[config.mk]
export PLATFORM = sky130hd
export DESIGN_NAME = nt_hormone_level
export DESIGN_NICKNAME = d
export VERILOG_FILES = /design/src/rtl/nt_pkg.sv /design/src/rtl/nt_level_quantizer.sv /design/src/rtl/nt_hormone_level.sv
export SDC_FILE = /design/constraint.sdc
export NUM_CORES = 1
export LEC_CHECK = 0
export BUFFER_PORTS_ARGS = -buffer_cell sky130_fd_sc_hd__buf_2
export CELL_PAD_IN_SITES_DETAIL_PLACEMENT = 1
export CELL_PAD_IN_SITES_GLOBAL_PLACEMENT = 2
export CORE_ASPECT_RATIO = 2
export CORE_MARGIN = 2
export CORE_UTILIZATION = 32
export DETAILED_ROUTE_END_ITERATION = 10
export PLACE_DENSITY = 0.86
export SYNTH_ARGS = -nofsm -noshare
export SYNTH_HDL_FRONTEND = slang
export SYNTH_HIERARCHICAL = 1
export SYNTH_SLANG_ARGS = --single-unit
[constraint.sdc]
create_clock -name clk -period 2.37 [get_ports clk]
set_input_delay 0.1185 -clock clk [delete_from_list [all_inputs] [get_ports clk]]
set_output_delay 0.1185 -clock clk [all_outputs]
set_load 0.01 [all_outputs]
[src/rtl/nt_pkg.sv]
// rtl/nt_pkg.sv - shared types and helpers for the nt_* hormone channels
// Level encodings and the saturating step used by every accumulator.
package nt_pkg;

  localparam logic [1:0] LVL_LOW  = 2'd0;
  localparam logic [1:0] LVL_MID  = 2'd1;
  localparam logic [1:0] LVL_HIGH = 2'd2;
  localparam logic [1:0] LVL_PEAK = 2'd3;

  // Saturating add/sub confined to [0, 2^width-1]; one guard bit catches overflow.
  function automatic logic [31:0] nt_sat_step(input logic [31:0] value,
                                              input logic [31:0] step,
                                              input logic        up,
                                              input int unsigned width);
    logic [32:0] max_v;
    logic [32:0] sum;
    max_v = (33'd1 << width) - 33'd1;
    sum   = {1'b0, value} + {1'b0, step};
    if (up) begin
      nt_sat_step = (sum > max_v) ? max_v[31:0] : sum[31:0];
    end else begin
      nt_sat_step = (step > value) ? 32'd0 : (value - step);
    end
  endfunction

endpackage

[src/rtl/nt_level_quantizer.sv]
// rtl/nt_level_quantizer.sv - hysteretic downscaled level with change strobe
// Level follows upward at once; falls only once value drops HYST below the bucket floor.
module nt_level_quantizer
  import nt_pkg::*;
#(
  parameter int N           = 7,
  parameter int LEVEL_BITS  = 2,
  parameter int HYST        = 4,
  parameter int DEFAULT_VAL = 0
) (
  input  logic                  clk,
  input  logic                  rst,
  input  logic [N-1:0]          value,
  output logic [LEVEL_BITS-1:0] level,
  output logic                  level_changed
);

  localparam logic [N-1:0] DEF_V = N'(DEFAULT_VAL);

  logic [LEVEL_BITS-1:0] level_q, level_d, raw;
  logic                  changed_q;
  logic [N:0]            floor_ext, value_hyst;

  always_comb begin
    raw        = value[N-1 -: LEVEL_BITS];
    floor_ext  = {1'b0, level_q, {(N-LEVEL_BITS){1'b0}}};
    value_hyst = {1'b0, value} + (N+1)'(HYST);
    level_d    = level_q;
    if (raw > level_q) begin
      level_d = raw;
    end else if (raw < level_q && value_hyst < floor_ext) begin
      level_d = raw;
    end
  end

  always_ff @(posedge clk) begin
    if (rst) begin
      level_q   <= DEF_V[N-1 -: LEVEL_BITS];
      changed_q <= 1'b0;
    end else begin
      level_q   <= level_d;
      changed_q <= (level_d != level_q);
    end
  end

  assign level         = level_q;
  assign level_changed = changed_q;

endmodule

[src/rtl/nt_hormone_level.sv]
// rtl/nt_hormone_level.sv - saturating hormone accumulator with decay and runtime load
// Priority per edge: rst > setval > load > inc/dec > decay.
module nt_hormone_level
  import nt_pkg::*;
#(
  parameter int N            = 7,
  parameter int LEVEL_BITS   = 2,
  parameter int SET_VAL      = 64,
  parameter int DEFAULT_VAL  = 0,
  parameter int FAST_STEP    = 2,
  parameter int DECAY_PERIOD = 16,
  parameter int DECAY_TARGET = 0,
  parameter int HYST         = 4
) (
  input  logic                  clk,
  input  logic                  rst,
  input  logic                  inc,
  input  logic                  dec,
  input  logic                  fast,
  input  logic                  setval,
  input  logic                  load,
  input  logic [N-1:0]          load_value,
  input  logic                  decay_en,
  output logic [N-1:0]          value,
  output logic [LEVEL_BITS-1:0] level,
  output logic                  level_changed,
  output logic                  at_max,
  output logic                  at_min
);

  localparam int           CW     = (DECAY_PERIOD == 0) ? 1 : $clog2(DECAY_PERIOD + 1);
  localparam logic [N-1:0] TARGET = N'(DECAY_TARGET);

  logic [N-1:0]  value_q, value_d;
  logic [CW-1:0] cnt_q, cnt_d;
  logic          decay_step;
  logic [31:0]   step;

  // Any request, or decay disabled, restarts the idle window.
  always_comb begin
    cnt_d      = '0;
    decay_step = 1'b0;
    if (decay_en && !(inc || dec || setval || load) && DECAY_PERIOD != 0) begin
      if (cnt_q == CW'(DECAY_PERIOD - 1)) begin
        decay_step = 1'b1;
      end else begin
        cnt_d = cnt_q + CW'(1);
      end
    end
  end

  always_comb begin
    step    = fast ? 32'(FAST_STEP) : 32'd1;
    value_d = value_q;
    if (setval) begin
      value_d = N'(SET_VAL);
    end else if (load) begin
      value_d = load_value;
    end else if (inc && !dec) begin
      value_d = N'(nt_sat_step(32'(value_q), step, 1'b1, N));
    end else if (dec && !inc) begin
      value_d = N'(nt_sat_step(32'(value_q), step, 1'b0, N));
    end else if (decay_step) begin
      if (value_q < TARGET) begin
        value_d = value_q + N'(1);
      end else if (value_q > TARGET) begin
        value_d = value_q - N'(1);
      end
    end
  end

  always_ff @(posedge clk) begin
    if (rst) begin
      value_q <= N'(DEFAULT_VAL);
      cnt_q   <= '0;
    end else begin
      value_q <= value_d;
      cnt_q   <= cnt_d;
    end
  end

  nt_level_quantizer #(
    .N          (N),
    .LEVEL_BITS (LEVEL_BITS),
    .HYST       (HYST),
    .DEFAULT_VAL(DEFAULT_VAL)
  ) u_quant (
    .clk          (clk),
    .rst          (rst),
    .value        (value_q),
    .level        (level),
    .level_changed(level_changed)
  );

  assign value  = value_q;
  assign at_max = (value_q == {N{1'b1}});
  assign at_min = (value_q == '0);

endmodule

# == Word-level counts from Yosys, hierarchy flattened ==
# Cells that the tools add are included.
# W data, S select, Z words.
# classes
addsub,6
order_cmp,7
n_eq_ne,3
n_mux,14
bitwise_logic,1
reduce_logical,19
# op_table
op,n
$mux W7,9
$reduce_bool A5 Y1,2
$add A7 B2 Y8,1
$add A7 B3 Y8 const B,1
$gt A8 B7 Y1 const B,1
$lt A8 B7 Y1,1
$add A7 B1 Y7 const B,1
$eq A7 B7 Y1 const B,1
$gt A2 B7 Y1,1
$gt A7 B1 Y1 const B,1
$logic_not A7 Y1,1
$lt A7 B1 Y1 const B,1
$sub A7 B1 Y7 const B,1
$sub A7 B2 Y7,1
$mux W2,3
$reduce_bool A6 Y1,1
$add A5 B1 Y5 const B,1
$eq A5 B4 Y1 const B,1
$logic_and A1 B1 Y1,4
$reduce_and A2 Y1,2
$reduce_bool A4 Y1,1
$logic_not A1 Y1,3
$logic_or A1 B1 Y1,3
$reduce_or A3 Y1,1
other kinds (6),7
# word_totals
register_bits,15
inputBits,15
out_inout_bits,12
elab_cells,55

# == Logic depth before layout (Yosys ltp) ==
# logic_depth
ltp_word,11
mapped_depth,9
depth_no_buf,9

# == Cells and area by module ==
# The synthesis kept the hierarchy.
# modules_own_cells
mod,n_inst,cells_each,area_each_um2,seq_area_each_um2
nt_hormone_level,1,175,1347.5,240.2
nt_level_quantizer,1,27,279.0,60.1

# == Worst setup path before layout ==
# Ideal clock, no wire load.
# synth_timing
kind,reg2reg
from,register value_q[3] (netlist: value[3])
to,register u_quant.level_q[0] (netlist: u_quant/level[0])
setup_ps,130
arrival_time_ps,2001
required_time_ps,2240
setup_slack_ps,239
stages_incl_launch_ff,8
path_buffers,0
period_less_slack_ps,2131
path_cell_list,dfxtp_1 and4_4 xor2_1 ha_1 or2_2 a2111oi_2 a211oi_2 mux2i_1
# synth_between
elab_chain_cells,5
# synth_lines
element,line,source
from (decl),nt_hormone_level.sv:34,"logic [N-1:0] value_q, value_d;"
from (signal assigned),nt_hormone_level.sv:74,value_q <= N'(DEFAULT_VAL);
from (signal assigned),nt_hormone_level.sv:77,value_q <= value_d;
$add A7 B3 Y8,nt_level_quantizer.sv:27,"value_hyst = {1'b0, value} + (N+1)'(HYST);"
$lt A8 B7 Y1,nt_level_quantizer.sv:31,end else if (raw < level_q && value_hyst < floor_ext) begin
$logic_and A1 B1 Y1,nt_level_quantizer.sv:31,
$mux W2,nt_level_quantizer.sv:31,
$mux W2,nt_level_quantizer.sv:29,if (raw > level_q) begin
to (signal assigned),nt_level_quantizer.sv:38,level_q <= DEF_V[N-1 -: LEVEL_BITS];
to (signal assigned),nt_level_quantizer.sv:41,level_q <= level_d;
to (decl),nt_level_quantizer.sv:20,"logic [LEVEL_BITS-1:0] level_q, level_d, raw;"
# No other way between the ends.
# A chain may end at the register's enable or synchronous reset.

# == Worst setup path after layout ==
# layout_timing
from,register value_q[0] (netlist: value[0])
to,register value_q[6] (netlist: value[6])
# layout_between
elab_chain_cells,8
elab_cells_between_ends,19
classes_between,4 x add/sub; 4 x order compare; 9 x mux; 2 x reduce/logical
# layout_lines
element
"parallel branches: the longest is 8 deep, another holds $add A7 B2 Y8"
# Several ways; the timed one is not identified. The select of a mux whose other input is x is not followed.

==> results.md <==
* Largest net degree at the start of global routing at 16
* Via/cell ratio at 5.86
* Yosys warning total at 6
* Critical path startpoint category: flop
* Worst Path Required at 2.52 ns
* Final Cycle Share at 92.0%
* Hold_sp: load_value[3]
* Yosys cell types at 57
* Max-slew violations at 0
* Total wire length at 5750 microns
* CP cell instances: inv_1 -> ha_1 -> inv_1 -> fa_1 -> o311ai_4 -> o41ai_1 -> o31a_1 -> o21a_1
* Worst-margin pin slew at 0.398 ns
* Final hold vios at 0
* Congestion Overflow GR at 0
* Crit end category: flop
* CTS buffer count at 3
* Worst Hold Class: in2reg
* RSZ-0062 raised after global routing: no
* Area of the multi-input gates at 1210 sq um
* MaxCap Viol Count at 0
* RR Startpoint: value[0]
* Critical path type: reg2reg
* Die Height at 105 microns
* Reg2Reg Capture Point: value[6]
* Clock Latency Late Sink at 0.25 ns
* Max FO, Critical Path at 5
* Vias post-DR at 1,781
* Non-Filler Instances at 304
* Fin Setup TNS at 0 ns
* WP data arrival at 2.33 ns
* Avg Cell Area, Syn at 8.05 sq um
* Count of final setup violators at 0
* DR DRC count at 0
* Synthesized instance count at 202
* Family with the most delay on the worst path: compound AO/OA/AOI/OAI gates
* Crit path top cell by count: inv_1
* Slowest-stage cell, CP: fa_1
* Seq pwr share at 30.7%
* GP Congestion at 0.935
* Mapped Area at 1630 sq um
* Vias in the first global route at 1,824
* First-pass GRT wire length at 9130 microns
* Crit path largest cell delay at 0.50 ns
* Register Area at 300 sq um
* Setup slack, reg-to-reg at 0.19 ns
* Final antenna-violating net count at 0
* Register area share after synthesis at 18.5%
* # nets final at 280
* Fmax at 458 MHz
* Wire per inst at 18.9 microns
* Core region area at 4860 sq um
* Inst Count DP at 300
* Clk sinks at 15
* Row count at 36
* Hold path endpoint: value[3]
* GRT Util Overall at 21.5%
* Switching share of power at 38.7%
* Top-level I/O count at 27
* Number of antenna violations at the first check in global routing at 0
* Commonest non-fill, non-tap cell in the layout: buf_2
* Sw Pwr at 363 uW
* Root Buffer: clkbuf_8
* Syn_nets at 234
* Share of cells above drive strength 1 at 26.7%
* Worst hold path depth at 3
* Clock Skews at 0.00256 ns
* Maximum clock insertion buffer count at 2
* Hpwl dp at 4670 microns
* Die width at 54.4 microns
* DR pass1 iterations at 4
* Number of synthesized flops with an enable pin at 0
* Bufs and invs on worst path at 2
* Pleak at 0.000879 uW
* Port bufs at 26
* Post-CTS Hold Buffers at 0
* Clock power share at 23.2%
* Crit path time final at 2.18 ns
* Status: finished clean
* Most frequent cells in the layout: buf_2 (26), buf_4 (24), inv_1 (18), nor2_1 (18)
* Async SR Flop Fraction at 0%
* Initial Util at 33.4%
* Reg2reg path depth at 8
* Clock tree from TritonCTS: done
* Worst VDD drop at 0.289 mV
* PostCTS Resize Cnt at 0
* Pwr dens at 468 nW/um^2
* CTS H-tree depth at 1
* Number of fill cells at 635
* Number of synthesized register bits at 15
* Area delta synth->final at 23.2%
* Combinational Power Share at 46.1%
* Internal at 575 uW
* Top FF cell, synth: dfxtp_1
* Die Area at 5700 sq um
* Post-CTS setup buffers at 0
* N_diodes at 0
* Worst-path clk slew at 0.07 ns
* Slew headroom at 73.1%
* Crit path from: value[0]
* Number of DRC markers in iteration 0 at 49
## cells in the mapped netlist, types with 3 or more instances
library cell  count  area (sq um)
nand3_1           9          45.0
o311ai_0          3          26.3
o21ai_0           6          30.0
mux2i_1           4          40.0
dfxtp_1          15           300
nand2_1           5          18.8
a21oi_1          12          60.1
nor2b_1           4          25.0
xnor2_1           5          43.8
nor3_1            3          15.0
clkbuf_1          4          15.0
nor4b_1           3          26.3
o31ai_1           4          30.0
o21a_1            4          30.0
nand2b_1         10          62.6
xor2_1            3          26.3
a31oi_1           5          31.3
ha_1             15           188
inv_1            18          67.6
nor2_1           18          67.6
nor4_1            3          18.8
## registers in the layout, summed over array words and instances, names as in the netlist
name and flops:
cnt_q 5, value 7, u_quant/level 2, u_quant/level_changed 1
## metal layers
layer	part of all wire (%)	global-route usage [%]	vias up
met5	0	0	-
met4	6.9	15.9	0
met3	2.8	1.71	23
met2	55	37.6	50
met1	36	21.8	872
li1	-	-	836
## power groups by stage
stage                     sequential, uW  clock [uW]  combinational (uW)
after floorplan                      304           0                 265
after global placement               293           0                 419
after detailed placement             293           0                 433
after CTS                            288         219                 433
after global routing                 291         233                 473
final                                287         218                 432
## cell type report
class	count	area share [%]
clock buffer	3	2.06
clock inverter	1	0.250
inverter	18	3.37
multi-input combinational	160	60.3
sequential	15	15.0
tap	57	3.56
timing repair buffer	50	15.5
## worst max-delay path by stage
stage	end	slack [ns]	cells after the start
3_5_place_dp	value[6]	0.19	9
3_3_place_gp	value[6]	0.23	9
4_1_cts	value[6]	0.18	8
2_1_floorplan	u_quant/level[0]	0.24	7
6_report	value[6]	0.19	8
5_1_grt	value[3]	0.02	9
## metrics by stage
| stage | worst slack (ns) | hold WS [ns] | power, uW | util (%) | area [sq um] |
|---|---|---|---|---|---|
| 2_1_floorplan | 0.239 | 0.191 | 569 | - | 1630 |
| 3_3_place_gp | 0.228 | 0.373 | 713 | 40.2 | 1960 |
| 3_5_place_dp | 0.194 | 0.381 | 726 | 40.2 | 1960 |
| 4_1_cts | 0.184 | 0.119 | 940 | 41.2 | 2000 |
| 5_1_grt | 0.0181 | 0.138 | 997 | 41.2 | 2000 |
| 6_report | 0.189 | 0.112 | 937 | 41.2 | 2000 |
## cell families after synthesis
group,share of synthesized area [%]
AND/OR/NAND/NOR,24.8
AO/OA/AOI/OAI,28.0
buffers and inverters,7.31
adder cells (fa/ha/maj),14.0
flip-flops,18.5
XOR/XNOR,4.31
multiplexers,3.15
## worst reg2reg max path, stage by stage (launching register included)
cell and delay (ns):
dfxtp_1 0.34, inv_1 0.08, ha_1 0.18, inv_1 0.06, fa_1 0.50, o311ai_4 0.30
o41ai_1 0.14, o31a_1 0.31, o21a_1 0.19
Note: power is estimated with default switching activity, not from simulation.
